<file path="src/rtl/mem_arbiter_rr_pkg.sv">
// Shared types for the N-way round-robin / fixed-priority memory arbiter.
package mem_arbiter_rr_pkg;

  typedef enum logic [1:0] {
    S_IDLE,
    S_BUSY,
    S_RELEASE
  } arb_state_t;

  typedef logic [127:0] lc3b_line;

  // Width of a requester index; a single requester still gets one bit.
  function automatic int unsigned idx_width(input int unsigned n);
    return (n > 1) ? $clog2(n) : 1;
  endfunction

endpackage

</file>
<file path="src/rtl/mem_arbiter_rr_if.sv">
// Requester-side and downstream-side signals of mem_arbiter_rr.
// master: the arbiter itself; slave: the caches/L2 environment around it.
interface mem_arbiter_rr_if #(
  parameter int unsigned N_REQ = 2,
  parameter int unsigned AW    = 16,
  parameter int unsigned LW    = 128,
  localparam int unsigned IW   = mem_arbiter_rr_pkg::idx_width(N_REQ)
);

  logic [N_REQ-1:0]    req_read;
  logic [N_REQ-1:0]    req_write;
  logic [N_REQ*AW-1:0] req_address;
  logic [N_REQ*LW-1:0] req_wdata;
  logic [LW-1:0]       req_rdata;
  logic [N_REQ-1:0]    req_resp;
  logic                mem_read;
  logic                mem_write;
  logic [AW-1:0]       mem_address;
  logic [LW-1:0]       mem_wdata;
  logic [LW-1:0]       mem_rdata;
  logic                mem_resp;
  logic [IW-1:0]       grant_id;
  logic                busy;

  modport master (
    input  req_read, req_write, req_address, req_wdata, mem_rdata, mem_resp,
    output req_rdata, req_resp, mem_read, mem_write, mem_address, mem_wdata, grant_id, busy
  );

  modport slave (
    output req_read, req_write, req_address, req_wdata, mem_rdata, mem_resp,
    input  req_rdata, req_resp, mem_read, mem_write, mem_address, mem_wdata, grant_id, busy
  );

endinterface

</file>
<file path="src/rtl/mem_arbiter_rr_picker.sv">
// Combinational requester picker: first active index scanning up from the
// pointer (round-robin) or lowest active index (fixed priority).
module rr_priority_picker import mem_arbiter_rr_pkg::*; #(
  parameter int unsigned N_REQ   = 2,
  parameter bit          RR_MODE = 1'b1,
  localparam int unsigned IW     = idx_width(N_REQ)
) (
  input  logic [N_REQ-1:0] request,
  input  logic [IW-1:0]    pointer,
  output logic             valid,
  output logic [IW-1:0]    index
);

  always_comb begin
    int unsigned idx;
    valid = 1'b0;
    index = '0;
    idx   = 0;
    for (int unsigned k = 0; k < N_REQ; k++) begin
      idx = RR_MODE ? (32'(pointer) + k) % N_REQ : k;
      if (!valid && request[idx]) begin
        valid = 1'b1;
        index = IW'(idx);
      end
    end
  end

endmodule

</file>
<file path="src/rtl/mem_arbiter_rr.sv">
// N-way line arbiter in front of the L2: grants one requester at a time and
// drives registered downstream controls, with a dead cycle after each completion.
module mem_arbiter_rr import mem_arbiter_rr_pkg::*; #(
  parameter int unsigned N_REQ   = 2,
  parameter int unsigned AW      = 16,
  parameter int unsigned LW      = 128,
  parameter bit          RR_MODE = 1'b1
) (
  input logic              clk,
  input logic              reset,
  mem_arbiter_rr_if.master bus
);

  localparam int unsigned IW = idx_width(N_REQ);

  arb_state_t    state_q, state_d;
  logic [IW-1:0] grant_q, grant_d;
  logic [IW-1:0] ptr_q, ptr_d;
  logic          mem_read_q, mem_read_d;
  logic          mem_write_q, mem_write_d;
  logic [AW-1:0] addr_q, addr_d;
  logic [LW-1:0] wdata_q, wdata_d;

  logic [N_REQ-1:0] active;
  logic             pick_valid;
  logic [IW-1:0]    pick_idx;

  assign active = bus.req_read | bus.req_write;

  rr_priority_picker #(
    .N_REQ   (N_REQ),
    .RR_MODE (RR_MODE)
  ) u_picker (
    .request (active),
    .pointer (ptr_q),
    .valid   (pick_valid),
    .index   (pick_idx)
  );

  always_comb begin
    state_d     = state_q;
    grant_d     = grant_q;
    ptr_d       = ptr_q;
    mem_read_d  = mem_read_q;
    mem_write_d = mem_write_q;
    addr_d      = addr_q;
    wdata_d     = wdata_q;
    unique case (state_q)
      S_IDLE: begin
        if (pick_valid) begin
          grant_d     = pick_idx;
          addr_d      = bus.req_address[pick_idx*AW +: AW];
          wdata_d     = bus.req_wdata[pick_idx*LW +: LW];
          // A simultaneous read and write resolves to the write.
          mem_write_d = bus.req_write[pick_idx];
          mem_read_d  = bus.req_read[pick_idx] & ~bus.req_write[pick_idx];
          state_d     = S_BUSY;
        end
      end
      S_BUSY: begin
        if (bus.mem_resp) begin
          mem_read_d  = 1'b0;
          mem_write_d = 1'b0;
          ptr_d       = (32'(grant_q) == N_REQ - 1) ? '0 : grant_q + 1'b1;
          state_d     = S_RELEASE;
        end
      end
      S_RELEASE: state_d = S_IDLE;
      default:   state_d = S_IDLE;
    endcase
  end

  always_ff @(posedge clk) begin
    if (reset) begin
      state_q     <= S_IDLE;
      grant_q     <= '0;
      ptr_q       <= '0;
      mem_read_q  <= 1'b0;
      mem_write_q <= 1'b0;
      addr_q      <= '0;
      wdata_q     <= '0;
    end else begin
      state_q     <= state_d;
      grant_q     <= grant_d;
      ptr_q       <= ptr_d;
      mem_read_q  <= mem_read_d;
      mem_write_q <= mem_write_d;
      addr_q      <= addr_d;
      wdata_q     <= wdata_d;
    end
  end

  // Completion is forwarded combinationally, only while a transaction is open.
  assign bus.req_resp    = (state_q == S_BUSY && bus.mem_resp) ? (N_REQ'(1) << grant_q) : '0;
  assign bus.req_rdata   = bus.mem_rdata;
  assign bus.mem_read    = mem_read_q;
  assign bus.mem_write   = mem_write_q;
  assign bus.mem_address = addr_q;
  assign bus.mem_wdata   = wdata_q;
  assign bus.grant_id    = grant_q;
  assign bus.busy        = (state_q == S_BUSY);

endmodule
</file>
<file path="src/flat_wrapper.sv">
// flat-port wrapper written by rule: the top's interface ports become plain ports
module mem_arbiter_rr_flat import mem_arbiter_rr_pkg::*;
#(
  parameter int unsigned N_REQ   = 2,
  parameter int unsigned AW      = 16,
  parameter int unsigned LW      = 128,
  parameter bit          RR_MODE = 1'b1
)
  (clk, reset, bus_req_read, bus_req_write, bus_req_address, bus_req_wdata, bus_mem_rdata, bus_mem_resp, bus_req_rdata, bus_req_resp, bus_mem_read, bus_mem_write, bus_mem_address, bus_mem_wdata, bus_grant_id, bus_busy);
  mem_arbiter_rr_if #(.N_REQ(N_REQ), .AW(AW), .LW(LW)) bus_i ();
  input logic clk;
  input logic reset;
  input wire logic [$bits(bus_i.req_read)-1:0] bus_req_read;
  input wire logic [$bits(bus_i.req_write)-1:0] bus_req_write;
  input wire logic [$bits(bus_i.req_address)-1:0] bus_req_address;
  input wire logic [$bits(bus_i.req_wdata)-1:0] bus_req_wdata;
  input wire logic [$bits(bus_i.mem_rdata)-1:0] bus_mem_rdata;
  input wire logic [$bits(bus_i.mem_resp)-1:0] bus_mem_resp;
  output wire logic [$bits(bus_i.req_rdata)-1:0] bus_req_rdata;
  output wire logic [$bits(bus_i.req_resp)-1:0] bus_req_resp;
  output wire logic [$bits(bus_i.mem_read)-1:0] bus_mem_read;
  output wire logic [$bits(bus_i.mem_write)-1:0] bus_mem_write;
  output wire logic [$bits(bus_i.mem_address)-1:0] bus_mem_address;
  output wire logic [$bits(bus_i.mem_wdata)-1:0] bus_mem_wdata;
  output wire logic [$bits(bus_i.grant_id)-1:0] bus_grant_id;
  output wire logic [$bits(bus_i.busy)-1:0] bus_busy;
  assign bus_i.req_read = bus_req_read;
  assign bus_i.req_write = bus_req_write;
  assign bus_i.req_address = bus_req_address;
  assign bus_i.req_wdata = bus_req_wdata;
  assign bus_i.mem_rdata = bus_mem_rdata;
  assign bus_i.mem_resp = bus_mem_resp;
  assign bus_req_rdata = bus_i.req_rdata;
  assign bus_req_resp = bus_i.req_resp;
  assign bus_mem_read = bus_i.mem_read;
  assign bus_mem_write = bus_i.mem_write;
  assign bus_mem_address = bus_i.mem_address;
  assign bus_mem_wdata = bus_i.mem_wdata;
  assign bus_grant_id = bus_i.grant_id;
  assign bus_busy = bus_i.busy;
  mem_arbiter_rr #(.N_REQ(N_REQ), .AW(AW), .LW(LW), .RR_MODE(RR_MODE)) u_core (.clk(clk), .reset(reset), .bus(bus_i));
endmodule
</file>
<file path="config.mk">
export PLATFORM = sky130hd
export DESIGN_NAME = mem_arbiter_rr_flat
export DESIGN_NICKNAME = d
export VERILOG_FILES = /design/src/rtl/mem_arbiter_rr_pkg.sv /design/src/rtl/mem_arbiter_rr_if.sv /design/src/rtl/mem_arbiter_rr_picker.sv /design/src/rtl/mem_arbiter_rr.sv /design/src/flat_wrapper.sv
export SDC_FILE = /design/constraint.sdc
export NUM_CORES = 1
export LEC_CHECK = 0
export BUFFER_PORTS_ARGS = -buffer_cell sky130_fd_sc_hd__buf_4
export CORE_AREA = 2 2 273 275
export CTS_CLUSTER_SIZE = 12
export DETAILED_ROUTE_END_ITERATION = 7
export DIE_AREA = 0 0 275 277
export GPL_ROUTABILITY_DRIVEN = 0
export PLACE_DENSITY = 0.3
export SETUP_SLACK_MARGIN = 0.3
export SLEW_MARGIN = 15
export SYNTH_ARGS = -nofsm -noshare
export SYNTH_HDL_FRONTEND = slang
export SYNTH_SLANG_ARGS = --single-unit
</file>
<file path="constraint.sdc">
create_clock -name clk -period 3.8 [get_ports clk]
set_clock_uncertainty 0.15 [all_clocks]
set_input_delay 0 -clock clk [delete_from_list [all_inputs] [get_ports clk]]
set_output_delay 0 -clock clk [all_outputs]
set_load 0.02 [all_outputs]
</file>
==> After elaboration in Yosys (flattened, before gate mapping) <==
Index checks and enable logic that the tools add are counted.
{ "classes": {"eq_ne": 3, "shift": 3, "n_reduce_logical": 9, "magnitude_cmp": 3, "addsub": 2, "n_mux": 22, "n_bitwise": 3} }
{ "op_table": {"columns": ["cell", "count"], "rows": [
  ["$shiftx 256x9->128", 1],
  ["$shiftx 32x6->16", 1],
  ["$mux 1", 16],
  ["$lt 1x2->1 const B", 3],
  ["$mux 2", 3],
  ["$reduce_and 2->1", 3],
  ["$pmux 1 s2", 2],
  ["$pmux 2 s2", 1],
  ["$reduce_and 3->1", 1],
  ["$add 1x1->1 const B", 2],
  ["$eq 2x1->1 const B", 1],
  ["$logic_and 1x1->1", 2],
  ["$logic_not 2->1", 1],
  ["$ne 2x1->1 const B", 1],
  ["$ne 2x2->1 const B", 1],
  ["$or 2x2->2", 1],
  ["$reduce_bool 2->1", 1],
  ["$shl 1x1->2 const A", 1],
  ["$and 1x1->1", 1],
  ["$logic_not 1->1", 1],
  ["$not 1->1", 1]
]} }
{ "totals": {"ff_bits": 150, "wordCells": 52} }

==> Depth between registers and ports, before layout <==
Gate-level depths: netlist (run 1).
{ "depth": {"ltp_word": 13, "mapped_depth": 6} }

==> Hierarchy <==
A second synthesis (run 1) with hierarchy kept.
{ "unflattened": {"hier_cells": 802, "area_unflattened_um2": 7514.7} }
{ "by_module_without_submodules": {"columns": ["module", "n_inst", "cells_each", "area_per_inst_um2"], "rows": [
  ["mem_arbiter_rr", 1, 799, 7497.2],
  ["rr_priority_picker", 1, 3, 17.5]
]} }

==> Least setup slack after synthesis (run 1) <==
No wires, ideal clock.
{ "synth_timing": {"path_type": "reg-to-reg", "start": "reg u_core.ptr_q", "end": "reg u_core.wdata_q[22], in the netlist u_core.bus.mem_wdata[22]", "setup_time_ps": 88, "stages_incl_launch_ff": 7, "path_buffers": 3, "period_less_slack_ps": 1641, "path_slack_ps": 2159, "required_ps": 3562, "arrival_time_ps": 1403, "path_cell_list": "dfxtp_1 o21ba_2 buf_2 buf_2 clkbuf_1 o21ai_0 a311oi_2"} }
{ "synth_between": {"elab_chain_cells": 7} }
{ "synth_lines": {"columns": ["item", "line", "rtl"], "rows": [
  ["start, declared", "mem_arbiter_rr.sv:18", "logic [IW-1:0] ptr_q, ptr_d;"],
  ["start signal, assigned", "mem_arbiter_rr.sv:85", "ptr_q <= ptr_d;"],
  ["$mux 1 (not written as such) (2 in a row)", "mem_arbiter_rr_picker.sv:21", "if (!valid && request[idx]) begin"],
  ["$mux 1", "mem_arbiter_rr_picker.sv:21", null],
  ["$logic_not 1->1", "mem_arbiter_rr_picker.sv:21", null],
  ["$logic_and 1x1->1", "mem_arbiter_rr_picker.sv:21", null],
  ["$mux 1", "mem_arbiter_rr_picker.sv:21", null],
  ["$shiftx 256x9->128 or $reduce_and 2->1 (tied branches)", null, null],
  ["end signal, assigned", "mem_arbiter_rr.sv:89", "wdata_q <= wdata_d;"],
  ["end, declared", "mem_arbiter_rr.sv:22", "logic [LW-1:0] wdata_q, wdata_d;"]
]} }
Parallel ways exist; a longest one is shown, timed or not. The select of a mux whose other input is x is not followed.
A chain may end at the register's enable or synchronous reset.

==> Final worst setup path (run 1) <==
{ "layout_timing": {"start": "in bus_req_write[1]", "end": "reg u_core.wdata_q[61], in the netlist u_core.bus.mem_wdata[61]"} }
{ "layout_between": {"elab_chain_cells": 8} }
{ "layout_lines": {"columns": ["item", "line", "rtl"], "rows": [
  ["start, declared", "flat_wrapper.sv:14", "input wire logic [$bits(bus_i.req_write)-1:0] bus_req_write;"],
  ["$or 2x2->2 *", "mem_arbiter_rr.sv:28", "assign active = bus.req_read | bus.req_write;"],
  ["$mux 1 (not written as such) (2 in a row)", "mem_arbiter_rr_picker.sv:21", null],
  ["$mux 1", "mem_arbiter_rr_picker.sv:21", null],
  ["$logic_not 1->1", "mem_arbiter_rr_picker.sv:21", null],
  ["$logic_and 1x1->1", "mem_arbiter_rr_picker.sv:21", null],
  ["$mux 1", "mem_arbiter_rr_picker.sv:21", null],
  ["$shiftx 256x9->128 or $reduce_and 2->1 (tied branches)", null, null]
]} }
Mark *: on every way between the ends. The rest lies on a longest branch, timed or not. The select of a mux whose other input is x is not followed.

==> metrics.md, run 1 <==
| Metric | Value |
|---|---|
| Status | finished, final reports clean |
| Clk_lat worst skew | 0.47 ns |
| Seq. cell area | approximately 3000 um2 |
| GR Overflow Total | 0 |
| Max Root-Sink Buffers | 2 |
| DRT Pass-1 Iters | 5 |
| R2R Path Start | u_core.state_q[1] |
| Antenna viol nets, final | 0 |
| DRC viols | 0 |
| CTS tree | done |
| # resized after CTS | 0 |
| Clk slew on worst S/H paths | 0.07 ns |
| Pin count of the biggest net entering global routing | roughly 150 |
| Port Buffers | between 400 and 500 |
| Synth area leader | dfxtp_1 |
| Worst setup path startpoint | bus_req_write[1] |
| Mean Syn Cell Area | between 8 and 9 um2 |
| Syn_nets | about 1400 |
| DR vias/cell | between 4 and 5 |
| CP arrival | around 3.1 ns |
| Total die area | roughly 76000 um2 |
| F_max | 348 MHz |
| Synth top cells by count | dfxtp_1 (150), nand3_1 (145), o21ai_0 (145) |
| Setup crit end | u_core.bus.mem_wdata[61] |
| Main flop type after synthesis | dfxtp_1 |
| Chip height | approximately 280 um |
| Post-CTS setup buffer count | 0 |
| Fill count | slightly above 8000 |
| Worst min path class | in2reg |
| Required time of the critical path | between 4 and 5 ns |
| Minimum clock period | 2.87 ns |
| Layout area overhead | 99.7% |
| Lkg Pwr | 6.72 nW |
| Vias | ~11000 |
| Final core occ | roughly 23% |
| Yosys warns | 0 |
| Post-Syn Instances | between 1000 and 1500 |
| Initial antenna violation count | 3 |
| Sink Count | 150 |
| Count leader, synth | dfxtp_1 |
| H-tree depth | 4 |
| Setup WS pre-CTS | roughly 1.6 ns |
| Number of library cell types mapped by synthesis | 30 |
| Die W | between 200 and 300 um |
| Initial DRC count | between 400 and 500 |
| Core Rows | 100 |
| Vias in the first global route | roughly 12000 |
| Worst Path Class, Setup | in2reg |
| Worst Hold Margin | roughly 0.13 ns |
| Setup WS post-layout | just over 0.9 ns |
| Yosys reg bits | 150 |
| Starting Density | between 10% and 20% |
| First-pass GRT wire length | around 70000 um |
| Worst reg2reg endpoint | u_core.bus.mem_wdata[18] |
| Slew headroom | roughly 39% |
| Hold Buf Count CTS | 433 |
| Layout cells sized above 1 | between 30% and 40% |
| Number of synthesized flops with an enable pin | 0 |
| Worst vdd ir | around 0.00018 V |
| CTS buffer count | 17 |
| Register area share after synthesis | a little over a third |
| Fin Setup TNS | 0 ns |
| Synth async-reset ratio | 0% |
| Final Max Tran Viols | 0 |
| Worst setup EP type | flop |
| Hpwl dp | just over 30000 um |
| Worst-Margin Slew | 0.921 ns |
| Total track usage | roughly 12% |
| Multi-input gate area | around 3800 um2 |
| Critical path peak fanout | 63 |
| R2R cell count | 5 |
| Wire per inst | 18.9 um |
| Fin nets | about 2100 |
| RSZ-0062 raised after global routing | false |
| CORE AREA | approximately 74000 um2 |
| Power Density | 369 nW/um2 |
| Num ports | about 700 |
| Max_cap viols | 0 |
| Top post-synthesis cells by area | dfxtp_1 (36%), a311oi_1 (13%), buf_4 (12%), nand3_1 (8.7%), o21ai_0 (8.7%) |
| Final hold vios | 0 |
| Fin crit share | between 70% and 80% |
| Nature of the critical path startpoint | input pin |
| Synth top area share | between 30% and 40% |
| Final WL | 50200 um |
| Clock root buffer | clkbuf_16 |
| Final setup violation count | 0 |
| FF-to-FF setup slack | 1.03 ns |
| Synth Cell Area | between 8000 and 9000 um2 |
[layout by cell type, fill, tap and decap left out, types with 2 or more instances in the layout]
master,instances
nand2_1,2
dlygate4sd3_1,433
buf_4,451
a21oi_2,10
buf_12,10
or2_2,2
a21oi_1,137
dfxtp_1,150
o21ai_0,145
nor2_1,2
a311oi_1,122
clkbuf_16,17
a311oi_2,22
bufinv_16,2
nand3_1,145
nand3b_1,3
diode_2,2
inv_8,4
nor2_4,3
o2bb2ai_1,2
inv_6,5
[worst min-delay path by stage]
stage | startpoint | to | cells past startpoint
final | bus_req_write[0] | u_core.bus.mem_write | 4
after global routing | bus_req_write[0] | u_core.bus.mem_write | 4
after CTS | bus_req_write[0] | u_core.bus.mem_write | 4
after detailed placement | bus_mem_rdata[104] | bus_req_rdata[104] | 0
after global placement | bus_mem_rdata[104] | bus_req_rdata[104] | 0
after floorplan | bus_mem_rdata[0] | bus_req_rdata[0] | 1
[cells by family after synthesis]
kind of cell / share of synthesized area (%)
AO/OA/AOI/OAI: 35.5
buffers and inverters: 18.3
AND/OR/NAND/NOR: 10.1
flip-flops: 36.1
[cell type report]
cell class,count,share of cell area (%)
Antenna cell,2,0.0302
Inverter,1,0.0226
Clock buffer,17,2.56
Sequential cell,150,18.1
Timing Repair Buffer,895,47.8
Multi-Input combinational cell,607,23.1
Tap cell,969,7.30
Clock inverter,15,1.12
[critical path, cell delays in order]
cell           delay, ns
dlygate4sd3_1       0.58
buf_4               0.17
or2_4               0.14
buf_4               0.62
nand3_1             0.14
dlygate4sd3_1       0.60
a311oi_1            0.28
dlygate4sd3_1       0.58
[layer usage]
layer / track usage, % / wire, um
met5: 0 / 0
met4: 5.02 / 1240
met3: 2.57 / 2920
met2: 21.8 / 25400
met1: 14.8 / 20600
[flip-flops by register name, summed over array words and instances (netlist names)]
name / cells
u_core.bus.mem_read: 1
u_core.bus.grant_id: 1
u_core.state_q: 2
u_core.bus.mem_address: 16
u_core.bus.mem_write: 1
u_core.bus.mem_wdata: 128
u_core.ptr_q: 1
[through the flow]
stage	cell area, um2	std cells	power, W
after floorplan	8310	1014	0.00297
after detailed placement	11600	2189	0.00365
final	16600	2656	0.00612
after global placement	11600	2189	0.00365
after CTS	16600	2654	0.00626
after global routing	16600	2656	0.00645
[where the power goes]
part | switching (W) | leakage [nW] | internal, W
clock network | 0.000908 | 0.300 | 0.00100
registers | 0.000125 | 1.25 | 0.00177
logic | 0.00119 | 5.17 | 0.00113
Note: power is estimated with default switching activity, not from simulation.
==> inputs of run 2 (changes only) <==
Settings changed: ABC_AREA set to 1, CORE_AREA 2 2 273 275 to 2 2 271 273, DIE_AREA 0 0 275 277 to 0 0 273 275, PLACE_DENSITY 0.3 to 0.31.
Clock period 3.8 ns to 3 ns, I/O delays scaled along.
==> metrics.md, run 2 <==
| Metric | Value |
|---|---|
| Number of synthesized flops with an enable pin | 0 |
| Chip height | roughly 280 um |
| R2R Path Start | u_core.state_q[1] |
| Total power | 0.00778 W |
| Layout area overhead | 94.3% |
| Wire per inst | about 14 um |
| GR Overflow Total | 0 |
| Count leader, synth | nor2_1 |
| Cell Area, Placed | ~12000 um2 |
| Post-Syn Instances | 1415 |
| Register area share after synthesis | 34.1% |
| Clk_lat worst skew | approximately 0.47 ns |
| CTS tree | done |
| Worst-Margin Slew | ~0.8 ns |
| Worst reg2reg endpoint | u_core.bus.mem_wdata[108] |
| Total track usage | approximately 11% |
| Minimum clock period | between 2 and 3 ns |
| Pin count of the biggest net entering global routing | roughly 100 |
| Status | finished, final reports clean |
| RSZ-0062 raised after global routing | false |
| Num ports | between 700 and 800 |
| Final Max Tran Viols | 0 |
| Worst hold start | bus_req_write[0] |
| Mean Syn Cell Area | 6.22 um2 |
| Max Root-Sink Buffers | 2 |
| Max FFs per register | 128 |
| Final WL | 43800 um |
| Die W | 273 um |
| Hpwl dp | 28500 um |
| Top post-synthesis cells by area | dfxtp_1 (34%), nor2_1 (19%), buf_4 (11%), nand3_1 (8.3%), o21ai_0 (7.3%) |
| Layout cells sized above 1 | about a quarter |
| Max_cap viols | 0 |
| Clock root buffer | clkbuf_16 |
| Vias | approximately 11000 |
| Synth async-reset ratio | 0% |
| Syn_nets | between 1500 and 2000 |
| Worst Path Class, Setup | reg2reg |
| Final instance area | about 17000 um2 |
| Clk slew on worst S/H paths | about 0.08 ns |
| FF-to-FF setup slack | between 0.4 and 0.5 ns |
| Fin Setup TNS | 0 ns |
| Power Density | approximately 460 nW/um2 |
| Port Buffers | 444 |
| Number of library cell types mapped by synthesis | 20 |
| DRC viols | 0 |
| Most common cell after layout, fill and taps aside | buf_4 |
| Required time of the critical path | ~3.2 ns |
| Initial DRC count | 335 |
| Initial antenna violation count | 0 |
| Worst min path class | in2reg |
| Total die area | approximately 75000 um2 |
| Final core occ | a little under a quarter |
| Worst vdd ir | 0.000225 V |
| DRT Pass-1 Iters | 4 |
| Worst setup EP type | flop |
| Yosys warns | 0 |
| Fin nets | between 2000 and 3000 |
| Critical path peak fanout | a little under 60 |
| Synth area leader | dfxtp_1 |
| Synth top cells by count | nor2_1 (437), nand2_1 (153), inv_1 (152) |
| Slew headroom | about 46% |
| Fin crit share | ~84% |
| DR vias/cell | between 3 and 4 |
| First-pass GRT wire length | around 64000 um |
| H-tree depth | 4 |
| CP arrival | between 2 and 3 ns |
| Antenna viol nets, final | 0 |
| Sink Count | 150 |
| Synth Cell Area | about 9000 um2 |
| Core Rows | 99 |
| Main flop type after synthesis | dfxtp_1 |
| Nature of the critical path startpoint | flop |
| Lkg Pwr | about 8.4 nW |
| Most frequent cells in the layout | buf_4 (455), nor2_1 (437), dlygate4sd3_1 (431) |
| R2R cell count | 9 |
| Fill count | roughly 8100 |
| Final hold vios | 0 |
| Synth top area share | approximately a third |
| F_max | 398 MHz |
| CTS buffer count | 17 |
| Hold endpoint | u_core.bus.mem_wdata[83] |
| Yosys reg bits | 150 |
| WHS Path Cells | 6 |
| Final setup violation count | 0 |
| CORE AREA | around 72000 um2 |
| Starting Density | 12.2% |
| Vias in the first global route | roughly 11000 |
run 2: changes by cell type after synthesis, moves of 17 or more:
cell / delta
nor2_1: +433
inv_1: +151
nand2_1: +151
a21oi_1: -133
a311oi_1: -122
clkbuf_1: -52
a311oi_2: -22
o21ai_0: -17
o21ai_1: +17
run 2: per-stage QoR:
stage / worst slack (ns) / hold WS (ns) / std cells
floorplan: 1.39 / -0.0809 / 1415
detailed placement: 1.06 / -0.150 / 2617
CTS: 0.319 / 0.0659 / 3081
finish: 0.486 / 0.125 / 3082
global placement: 1.08 / -0.150 / 2617
global route: 0.319 / 0.151 / 3081
run 2: final cells by class:
| class | instances | area (um2) | share of cell area [%] |
|---|---|---|---|
| well taps | 959 | 1200 | 7.02 |
| inverters | 153 | 579 | 3.39 |
| repair buffers | 895 | 7900 | 46.2 |
| clock buffers | 23 | 508 | 2.97 |
| flip-flops and latches | 150 | 3000 | 17.6 |
| multi-input cells | 892 | 3780 | 22.1 |
| clock inverters | 9 | 114 | 0.666 |
| diodes | 1 | 2.50 | 0.0146 |
run 2: cell families (layout without fill, tap and decap cells):
group / Yosys count / after routing / synth area share (%)
other cells: 0 / 1 / 0
compound gates: 152 / 152 / 8.85
simple gates: 740 / 740 / 34.0
flops: 150 / 150 / 34.1
buf+inv: 373 / 1080 / 23.0
run 2: worst max-delay path by stage:
stage,start,endpoint,cells after the start
after global placement,u_core.state_q[1],u_core.bus.mem_wdata[105],8
after floorplan,u_core.state_q[0],u_core.ptr_q,5
after CTS,bus_req_read[1],u_core.state_q[0],9
after detailed placement,u_core.state_q[1],u_core.bus.mem_wdata[99],8
final,u_core.state_q[1],u_core.bus.mem_wdata[108],9
after global routing,u_core.state_q[1],u_core.bus.mem_wdata[111],9
run 2: per-layer routing:
layer | vias up | wire length (um) | share of wire (%) | GRT usage (%)
met4 | 0 | 705 | 1.6 | 3.47
met2 | 342 | 22400 | 51 | 19.9
li1 | 5604 | - | - | -
met3 | 33 | 2380 | 5.4 | 2.73
met1 | 5203 | 18400 | 42 | 13.0
met5 | - | 0 | 0 | 0
run 2: worst max-delay path, cell delays in order (launching register included):
cell and delay, ns:
dfxtp_1 0.31, nor2_1 0.13, inv_1 0.08, a21oi_4 0.18, buf_12 0.29, buf_4 0.39, nand2_1 0.09, nor2_1 0.10
dlygate4sd3_1 0.57, nor2_1 0.04
run 2: where the power goes:
group | internal [W] | switching [W] | leakage [nW]
clock | 0.00137 | 0.00105 | 0.310
combinational | 0.00147 | 0.00153 | 6.86
sequential | 0.00224 | 0.000130 | 1.25
run 2: timing repair:
action	CTS	global route
endpoints found under the setup margin	0	4
resized for setup	0	1
buffers inserted	0	0
hold buffers	432	0
endpoints found under the hold margin	278	0
==> inputs of run 3 (changes only) <==
Settings changed: CORE_AREA 2 2 271 273 to 2 2 270 272, DIE_AREA 0 0 273 275 to 0 0 272 274, PLACE_DENSITY 0.31 to 0.32.
Clock period 3 ns to 2.1 ns, I/O delays scaled along.
==> metrics.md, run 3 (synthesis gave the netlist of run 2 again) <==
| Metric | Value |
|---|---|
| Max_cap viols | 0 |
| First-pass GRT wire length | 65200 um |
| Worst vdd ir | 0.000404 V |
| Die W | between 200 and 300 um |
| Fin nets | between 2000 and 3000 |
| GR Overflow Total | 0 |
| Power Density | slightly above 600 nW/um2 |
| Wire per inst | between 15 and 20 um |
| Slew headroom | between 60% and 70% |
| Most common cell on crit path | nor2_1 |
| Minimum clock period | around 1.7 ns |
| Clk slew on worst S/H paths | roughly 0.07 ns |
| GRT met3 Usage | between 1.5 and 2% |
| Fin crit share | ~82% |
| Required time of the critical path | 2.32 ns |
| CORE AREA | 72000 um2 |
| Nature of the critical path startpoint | input pin |
| CP max stage delay | 0.54 ns |
| Hpwl dp | 30300 um |
| Cell Chain, Critical Path | dlygate4sd3_1 -> buf_4 -> nor2_4 -> inv_4 -> buf_12 -> nand3_1 -> nand2_1 -> nor2_1 -> nor2_1 |
| Final WL | approximately 48000 um |
| DRC viols | 0 |
| GR peak layer | met2 |
| Starting Density | between 10% and 20% |
| Antenna viol nets, final | 0 |
| GR Layer Usage met1 | roughly 14% |
| Max Root-Sink Buffers | 2 |
| Status | finished, final reports clean |
| Worst min path class | in2reg |
| Vias | ~11000 |
| CP max-delay cell | dlygate4sd3_1 |
| Layout area overhead | 101% |
| Final Max Tran Viols | 0 |
| Vias in the first global route | approximately 11000 |
| Sink Count | 150 |
| Chip height | about 270 um |
| Most frequent cells in the layout | buf_4 (489), nor2_1 (428), dlygate4sd3_1 (424) |
| Critical path peak fanout | 69 |
| Final hold vios | 0 |
| Worst-Margin Slew | 0.506 ns |
| FF-to-FF setup slack | 0.37 ns |
| Initial DRC count | between 300 and 400 |
| Setup WS post-layout | roughly 0.37 ns |
| Final setup violation count | 0 |
| CTS tree | done |
| Post-Place Cells | ~2600 |
| Setup WS pre-CTS | 0.0363 ns |
| Clock root buffer | clkbuf_16 |
| RSZ-0062 raised after global routing | true |
| Fin Setup TNS | 0 ns |
| F_max | around 580 MHz |
| Total power | between 0.01 and 0.015 W |
| Clk_lat worst skew | between 0.4 and 0.5 ns |
| Core Rows | 99 |
| CP arrival | around 2.0 ns |
| Total die area | roughly 75000 um2 |
| Num ports | approximately 700 |
| Fill count | between 7000 and 8000 |
| Layout cells sized above 1 | a little over a quarter |
| Most common cell after layout, fill and taps aside | buf_4 |
| H-tree depth | 4 |
| Total track usage | 11.5% |
| Initial antenna violation count | 4 |
| DRT Pass-1 Iters | 4 |
| Met2 GRT Util | between 20% and 30% |
| Top cell family by delay on the critical path | buffers and inverters |
| Worst Path Class, Setup | in2reg |
| CTS buffer count | 17 |
| Pin count of the biggest net entering global routing | about 70 |
| Finished Layout Cells | about 3100 |
| Max FFs per register | between 100 and 150 |
| Lkg Pwr | ~8.6 nW |
| Port Buffers | 444 |
| Worst setup EP type | flop |
| DR vias/cell | 3.60 |
| Crit path buf inv count | 4 |
==> run 3: cell types whose count changed in the layout (fill, tap and decap cells not counted), sizes merged <==
cell          before  now
clkbuf            23   27
buf              463  512
clkinvlp           0    3
bufinv             2    1
inv              155  157
dlygate4sd3      431  424
dlymetal6s4s       1    0
==> run 3: tightest hold or removal path, stage by stage <==
cell,delay (ns)
buf_4,0.11
nor2_4,0.08
inv_4,0.25
nand3_1,0.12
nand2_1,0.06
nor2_1,0.03
nor2_1,0.06
==> run 3: power by group <==
part	internal, W	switching (W)	leakage, nW	total (W)
clock	0.00164	0.00150	0.266	0.00315
combinational	0.00209	0.00232	7.07	0.00441
sequential	0.00321	0.000195	1.25	0.00340
total	0.00694	0.00402	8.59	0.0110
==> run 3: through the flow <==
| step | hold WS (ns) | instance area, um2 | util (%) |
|---|---|---|---|
| 2_1_floorplan | -0.0809 | 8800 | - |
| 3_3_place_gp | -0.150 | 12400 | 17.3 |
| 3_5_place_dp | -0.150 | 12400 | 17.3 |
| 4_1_cts | 0.101 | 17300 | 24.0 |
| 5_1_grt | 0.158 | 17700 | 24.6 |
| 6_report | 0.130 | 17700 | 24.6 |
==> run 3: repair_timing <==
action                                  4_1_cts  5_1_grt
hold endpoints to repair                    278        0
buffers inserted                              2       13
resized for setup                             3       25
pin swaps                                     0        3
endpoints found under the setup margin        9      113
hold buffers                                424        0
gates cloned                                  2        8
==> run 3: layout make-up <==
type	instances	area [um2]	area share [%]
diodes	1	2.50	0.0142
multi-input cells	892	3810	21.6
well taps	959	1200	6.79
clock buffers	19	433	2.45
clock inverters	13	123	0.693
flip-flops and latches	150	3000	17.0
repair buffers	944	8530	48.2
inverters	153	579	3.28
==> run 3: layer usage <==
| layer | wire length (um) | part of all wire, % |
|---|---|---|
| met2 | 24600 | 51 |
| met4 | 720 | 1.5 |
| met1 | 20700 | 43 |
| met3 | 1890 | 3.9 |
| met5 | 0 | 0 |
==> run 3: path summary, 6_finish.rpt <==
kind | start | to | cells after the start
worst max-delay path | bus_req_write[1] | u_core.bus.mem_wdata[76] | 9
worst min-delay path | bus_req_read[1] | u_core.bus.mem_wdata[11] | 7
worst max register to register | u_core.state_q[0] | u_core.bus.mem_write | 7
worst min register to register | u_core.bus.mem_read | u_core.bus.mem_read | 2
